===== src/rtl/ref_particle_issue_ctrl_if.sv =====
// rtl/ref_particle_issue_ctrl_if.sv - issue controller handshake and RAM-read bundle
interface ref_particle_issue_ctrl_if #(
  parameter int PARTICLE_ID_WIDTH = 7
);
  logic                         start;
  logic [PARTICLE_ID_WIDTH-1:0] particle_count;
  logic                         particle_count_valid;
  logic                         back_pressure;
  logic                         ref_rd_en;
  logic [PARTICLE_ID_WIDTH-1:0] ref_rd_addr;
  logic [PARTICLE_ID_WIDTH-1:0] ref_id;
  logic                         ref_valid;
  logic                         busy;
  logic                         done;

  modport master (
    output start, particle_count, particle_count_valid, back_pressure,
    input  ref_rd_en, ref_rd_addr, ref_id, ref_valid, busy, done
  );

  modport slave (
    input  start, particle_count, particle_count_valid, back_pressure,
    output ref_rd_en, ref_rd_addr, ref_id, ref_valid, busy, done
  );
endinterface


===== src/rtl/ref_particle_issue_ctrl.sv =====
// rtl/ref_particle_issue_ctrl.sv - walks reference IDs 1..count, one position-RAM read each
module ref_particle_issue_ctrl #(
  parameter int PARTICLE_ID_WIDTH = 7,
  parameter int RD_LATENCY        = 2
) (
  input  logic                     clk,
  input  logic                     rst_n,
  ref_particle_issue_ctrl_if.slave bus
);
  localparam int W = PARTICLE_ID_WIDTH;

  typedef enum logic [2:0] {S_IDLE, S_WAIT_CNT, S_ISSUE, S_DRAIN, S_DONE} state_e;

  state_e         state_q, state_d;
  logic [W:0]     id_q, id_d;
  logic [W-1:0]   count_q, count_d;
  logic           rd_en;
  logic           pending;
  logic [RD_LATENCY-1:0] vld_q;
  logic [W-1:0]   id_pipe_q [RD_LATENCY];

  // The last stage is the one currently on ref_valid; done may follow it directly.
  always_comb begin
    pending = 1'b0;
    for (int k = 0; k < RD_LATENCY - 1; k++) begin
      pending = pending | vld_q[k];
    end
  end

  always_comb begin
    state_d = state_q;
    id_d    = id_q;
    count_d = count_q;
    rd_en   = 1'b0;
    case (state_q)
      S_IDLE: begin
        if (bus.start) state_d = S_WAIT_CNT;
      end
      S_WAIT_CNT: begin
        if (bus.particle_count_valid) begin
          count_d = bus.particle_count;
          id_d    = (W+1)'(1);
          state_d = (bus.particle_count == '0) ? S_DONE : S_ISSUE;
        end
      end
      S_ISSUE: begin
        if (!bus.back_pressure) begin
          rd_en = 1'b1;
          id_d  = id_q + (W+1)'(1);
          if (id_q == {1'b0, count_q}) state_d = S_DRAIN;
        end
      end
      S_DRAIN: begin
        if (!pending) state_d = S_DONE;
      end
      S_DONE:  state_d = S_IDLE;
      default: state_d = S_IDLE;
    endcase
  end

  always_ff @(posedge clk) begin
    if (!rst_n) begin
      state_q <= S_IDLE;
      id_q    <= '0;
      count_q <= '0;
      vld_q   <= '0;
      for (int k = 0; k < RD_LATENCY; k++) id_pipe_q[k] <= '0;
    end else begin
      state_q  <= state_d;
      id_q     <= id_d;
      count_q  <= count_d;
      vld_q[0] <= rd_en;
      if (rd_en) id_pipe_q[0] <= id_q[W-1:0];
      // ID stages load only behind a valid entry so ref_id holds between strobes.
      for (int k = 1; k < RD_LATENCY; k++) begin
        vld_q[k] <= vld_q[k-1];
        if (vld_q[k-1]) id_pipe_q[k] <= id_pipe_q[k-1];
      end
    end
  end

  assign bus.ref_rd_en   = rd_en;
  assign bus.ref_rd_addr = (state_q == S_ISSUE) ? (id_q[W-1:0] - W'(1)) : '0;
  assign bus.ref_valid   = vld_q[RD_LATENCY-1];
  assign bus.ref_id      = id_pipe_q[RD_LATENCY-1];
  assign bus.busy        = (state_q != S_IDLE);
  assign bus.done        = (state_q == S_DONE);
endmodule


===== src/flat_wrapper.sv =====
// flat-port wrapper written by rule: the top's interface ports become plain ports
module ref_particle_issue_ctrl_flat 
#(
  parameter int PARTICLE_ID_WIDTH = 7,
  parameter int RD_LATENCY        = 2
)
  (clk, rst_n, bus_start, bus_particle_count, bus_particle_count_valid, bus_back_pressure, bus_ref_rd_en, bus_ref_rd_addr, bus_ref_id, bus_ref_valid, bus_busy, bus_done);
  ref_particle_issue_ctrl_if #(.PARTICLE_ID_WIDTH(PARTICLE_ID_WIDTH)) bus_i ();
  input  logic clk;
  input  logic rst_n;
  input wire logic [$bits(bus_i.start)-1:0] bus_start;
  input wire logic [$bits(bus_i.particle_count)-1:0] bus_particle_count;
  input wire logic [$bits(bus_i.particle_count_valid)-1:0] bus_particle_count_valid;
  input wire logic [$bits(bus_i.back_pressure)-1:0] bus_back_pressure;
  output wire logic [$bits(bus_i.ref_rd_en)-1:0] bus_ref_rd_en;
  output wire logic [$bits(bus_i.ref_rd_addr)-1:0] bus_ref_rd_addr;
  output wire logic [$bits(bus_i.ref_id)-1:0] bus_ref_id;
  output wire logic [$bits(bus_i.ref_valid)-1:0] bus_ref_valid;
  output wire logic [$bits(bus_i.busy)-1:0] bus_busy;
  output wire logic [$bits(bus_i.done)-1:0] bus_done;
  assign bus_i.start = bus_start;
  assign bus_i.particle_count = bus_particle_count;
  assign bus_i.particle_count_valid = bus_particle_count_valid;
  assign bus_i.back_pressure = bus_back_pressure;
  assign bus_ref_rd_en = bus_i.ref_rd_en;
  assign bus_ref_rd_addr = bus_i.ref_rd_addr;
  assign bus_ref_id = bus_i.ref_id;
  assign bus_ref_valid = bus_i.ref_valid;
  assign bus_busy = bus_i.busy;
  assign bus_done = bus_i.done;
  ref_particle_issue_ctrl #(.PARTICLE_ID_WIDTH(PARTICLE_ID_WIDTH), .RD_LATENCY(RD_LATENCY)) u_core (.clk(clk), .rst_n(rst_n), .bus(bus_i));
endmodule

===== config.mk =====
export PLATFORM = sky130hd
export DESIGN_NAME = ref_particle_issue_ctrl_flat
export DESIGN_NICKNAME = d
export VERILOG_FILES = /design/src/rtl/ref_particle_issue_ctrl_if.sv /design/src/rtl/ref_particle_issue_ctrl.sv /design/src/flat_wrapper.sv
export SDC_FILE = /design/constraint.sdc
export NUM_CORES = 1
export LEC_CHECK = 0
export ABC_AREA = 1
export CAP_MARGIN = 10
export CELL_PAD_IN_SITES_DETAIL_PLACEMENT = 1
export CELL_PAD_IN_SITES_GLOBAL_PLACEMENT = 1
export CORE_MARGIN = 10
export CORE_UTILIZATION = 38
export DETAILED_ROUTE_END_ITERATION = 16
export PLACE_DENSITY_LB_ADDON = 0.1
export SETUP_SLACK_MARGIN = 0.4
export SLEW_MARGIN = 5
export SYNTH_ARGS = -nofsm -noshare
export SYNTH_HDL_FRONTEND = slang
export SYNTH_SLANG_ARGS = --single-unit

===== constraint.sdc =====
create_clock -name clk -period 1.8 [get_ports clk]
set_input_delay 0.18 -clock clk [delete_from_list [all_inputs] [get_ports clk]]
set_output_delay 0.18 -clock clk [all_outputs]
set_load 0.005 [all_outputs]

==> impl_metrics.ini <==
[setup_path]
critPathTopFamily = flip-flops
critPathArrivalTime_ns = 1.40
cp-start-kind = register
cp_max_fo = 2
crit_slowest_cell = dfxtp_2
worstSetupPathType = register to output pin
path_buf_inv = 3
worst_setup_path_end_kind = output pin
required_ns = 1.62
path_cells = inv_2, ha_4, nand2_4, nor2_4, buf_6, o21ai_1, a21oi_1, buf_2
cpPeakStageDelay_ns = 0.33

[logic_synthesis]
synth_nets = 235
muxShareOfSynthArea_pct = 0
synth-simple-area-share_pct = 27.6
synth-seq-area-share_pct = 46.8
synth_compound_area_share_pct = 9.92
avgSynthCellArea_um2 = 7.93
synthXorXnorAreaFrac_pct = 2.00
synth.distinct_cells = 28
synth_top_family_by_area = simple AND/OR/NAND/NOR gates
syn_inst = 221
yosys_warnings = 0
synth_seq_cells = 34
synthAdderAreaFrac_pct = 1.43
syn_area_um2 = 1750

[placement]
gp_congestion = 0.801
port_buffers = 29
placed_cells = 302
hpwl_um = 3360

[timing]
finalSetupTns_ns = 0
period_share_pct = 87.9
fin_skew_ns = 0.00380
max_freq_ghz = 0.632
slew_headroom_pct = 82.5
slew_violations = 0
setup_viol = 0
hold_violations = 0
fin_crit_ns = 1.58
tightest_slew_ns = 0.262
rsz0062_at_grt = true

[power_and_ir_drop]
leakagePower_nw = 1.13
p_per_area_nw_per_um2 = 1230
ir_drop_mv = 0.662

[die]
start_util_pct = 39.7
ios = 30
chipWidth_um = 87.9
die-area_um2 = 7730
std_cell_rows = 24
die_h_um = 87.9
fp.coreArea_um2 = 4410

[clocking]
root_buffer = clkbuf_8
insertion_delay_ns = 0.29
clock_sinks = 34
clkTransAtPathRegs_ns = 0.07
numCtsBuffers = 5
clk_path_buf_depth = 2
cts_tree = built
h-tree-depth = 2

[route]
wl_per_cell_um = 14.3
vias_per_cell = 4.79
wl_um = 4670
dr_total_vias = 1566
drcViolationCount = 0
drtIter0Drc = 44
dr.pass1.iters = 4
route.antenna.remaining_nets = 0

[global_routing]
grt.total_usage_pct = 12.1
grt_pass1_vias = 1553
grt_pass1_wl_um = 7310
grt.overflow.total = 0
antenna_found_initial = 0
grt_max_degree = 15

[min_path]
hold_path_class = register to register

[final_layout]
diodes = 0
fin_nets = 288
drive_gt1_share_pct = 35.3
area_growth_pct = 42.9
stdcell_count = 327

[flow_run]
drv_cap = 0

[run_status]
status = completed
## logic make-up after synthesis
kind of cell             count (synthesis)
XOR/XNOR                                 4
flip-flops                              34
AND/OR/NAND/NOR                        101
AO/OA/AOI/OAI                           33
adder cells (fa/ha/maj)                  2
buffers and inverters                   47
## where the power goes
group	internal (mW)	switching, mW	total [mW]
clock	0.407	0.295	0.703
sequential	0.926	0.0738	1.00
combinational	0.663	0.709	1.37
total	2.00	1.08	3.08
## per-stage QoR
stage | power [mW] | hold WS [ns] | worst slack (ns) | utilization (%) | instance area, um2
2_1_floorplan | 1.58 | 0.292 | 0.502 | - | 1750
3_3_place_gp | 1.99 | 0.457 | 0.0564 | 47.8 | 2110
3_5_place_dp | 2.01 | 0.462 | 0.0291 | 47.8 | 2110
4_1_cts | 2.88 | 0.473 | 0.202 | 53.5 | 2360
5_1_grt | 3.28 | 0.498 | 0.125 | 56.7 | 2500
6_report | 3.08 | 0.469 | 0.217 | 56.7 | 2500
## synthesized netlist by cell type
master,n,area (um2)
xor2_1,3,26.3
nor2_1,33,124
o21ai_0,14,70.1
or2_2,2,12.5
nor2_4,1,11.3
buf_6,1,11.3
nor2_2,2,12.5
inv_2,1,3.75
nor3_1,5,25.0
buf_1,1,3.75
edfxtp_1,14,420
a21oi_1,17,85.1
nand3_1,7,35.0
o31ai_1,1,7.51
buf_2,1,5.00
nand2_4,3,33.8
xnor2_1,1,8.76
ha_1,2,25.0
buf_4,7,52.6
inv_1,35,131
nand2_8,1,20.0
nor3_2,1,10.0
o21bai_2,1,11.3
dfxtp_1,20,400
nor3b_1,3,22.5
inv_4,1,6.26
nand2_1,42,158
nor2_8,1,20.0
## tightest hold or removal path, cell delays in order (launching register included)
cell and delay [ns]:
dfxtp_1 0.31, inv_1 0.06, a21oi_1 0.05
## sequential cells by signal, indices dropped and copies added (netlist names)
name / count
u_core.id_q: 8
u_core.state_q: 3
u_core.id_pipe_q: 14
u_core.count_q: 7
u_core.vld_q: 2
## cells in the final DEF, fill, tap and decap left out, types with 2 or more instances in the layout
cell type | Yosys | final
a21oi_1 | 17 | 16
buf_2 | 1 | 6
buf_4 | 7 | 21
buf_6 | 1 | 7
clkbuf_2 | 0 | 2
clkbuf_8 | 0 | 5
clkdlybuf4s50_1 | 0 | 19
clkinv_2 | 0 | 2
dfxtp_1 | 20 | 13
dfxtp_2 | 0 | 6
edfxtp_1 | 14 | 14
inv_1 | 35 | 30
inv_2 | 1 | 5
inv_4 | 1 | 2
nand2_1 | 42 | 32
nand2_2 | 0 | 6
nand2_4 | 3 | 7
nand3_1 | 7 | 4
nand3_2 | 0 | 3
nor2_1 | 33 | 28
nor2_2 | 2 | 3
nor2_4 | 1 | 5
nor3_1 | 5 | 4
nor3_4 | 0 | 2
nor3b_1 | 3 | 2
o21ai_0 | 14 | 9
o21ai_1 | 0 | 4
xor2_1 | 3 | 2
## worst paths after layout
path	startpoint	endpoint	slack [ns]	cells after the start
hold / removal	u_core.count_q[5]	u_core.count_q[5]	0.47	2
setup / recovery	u_core.id_q[0]	bus_ref_rd_addr[4]	0.22	8
setup reg to reg	u_core.state_q[0]	u_core.id_q[7]	0.41	9
hold reg to reg	u_core.count_q[5]	u_core.count_q[5]	0.47	2
## metal layers
layer / track usage [%] / part of all wire (%) / up-vias
met5: 0 / 0 / -
met2: 20.8 / 49 / 28
met1: 13.6 / 44 / 742
met4: 4.78 / 1.8 / 0
li1: - / - / 789
met3: 3.99 / 5.5 / 7
## cell type report
| cell class | count | area [um2] |
|---|---|---|
| clock buffer | 5 | 68.8 |
| fill | 545 | 1910 |
| sequential | 34 | 832 |
| clock inverter | 3 | 40.0 |
| inverter | 37 | 144 |
| multi-input combinational | 140 | 873 |
| timing repair buffer | 56 | 482 |
| tap | 52 | 65.1 |
## what timing repair did
| item | 4_1_cts | 5_1_grt |
|---|---|---|
| pin swaps | 12 | 16 |
| hold buffers | 0 | 0 |
| setup buffers | 12 | 5 |
| setup endpoints to repair | 36 | 36 |
| gates cloned | 0 | 0 |
| gates resized for setup | 70 | 34 |
Note: power is estimated with default switching activity, not from simulation.
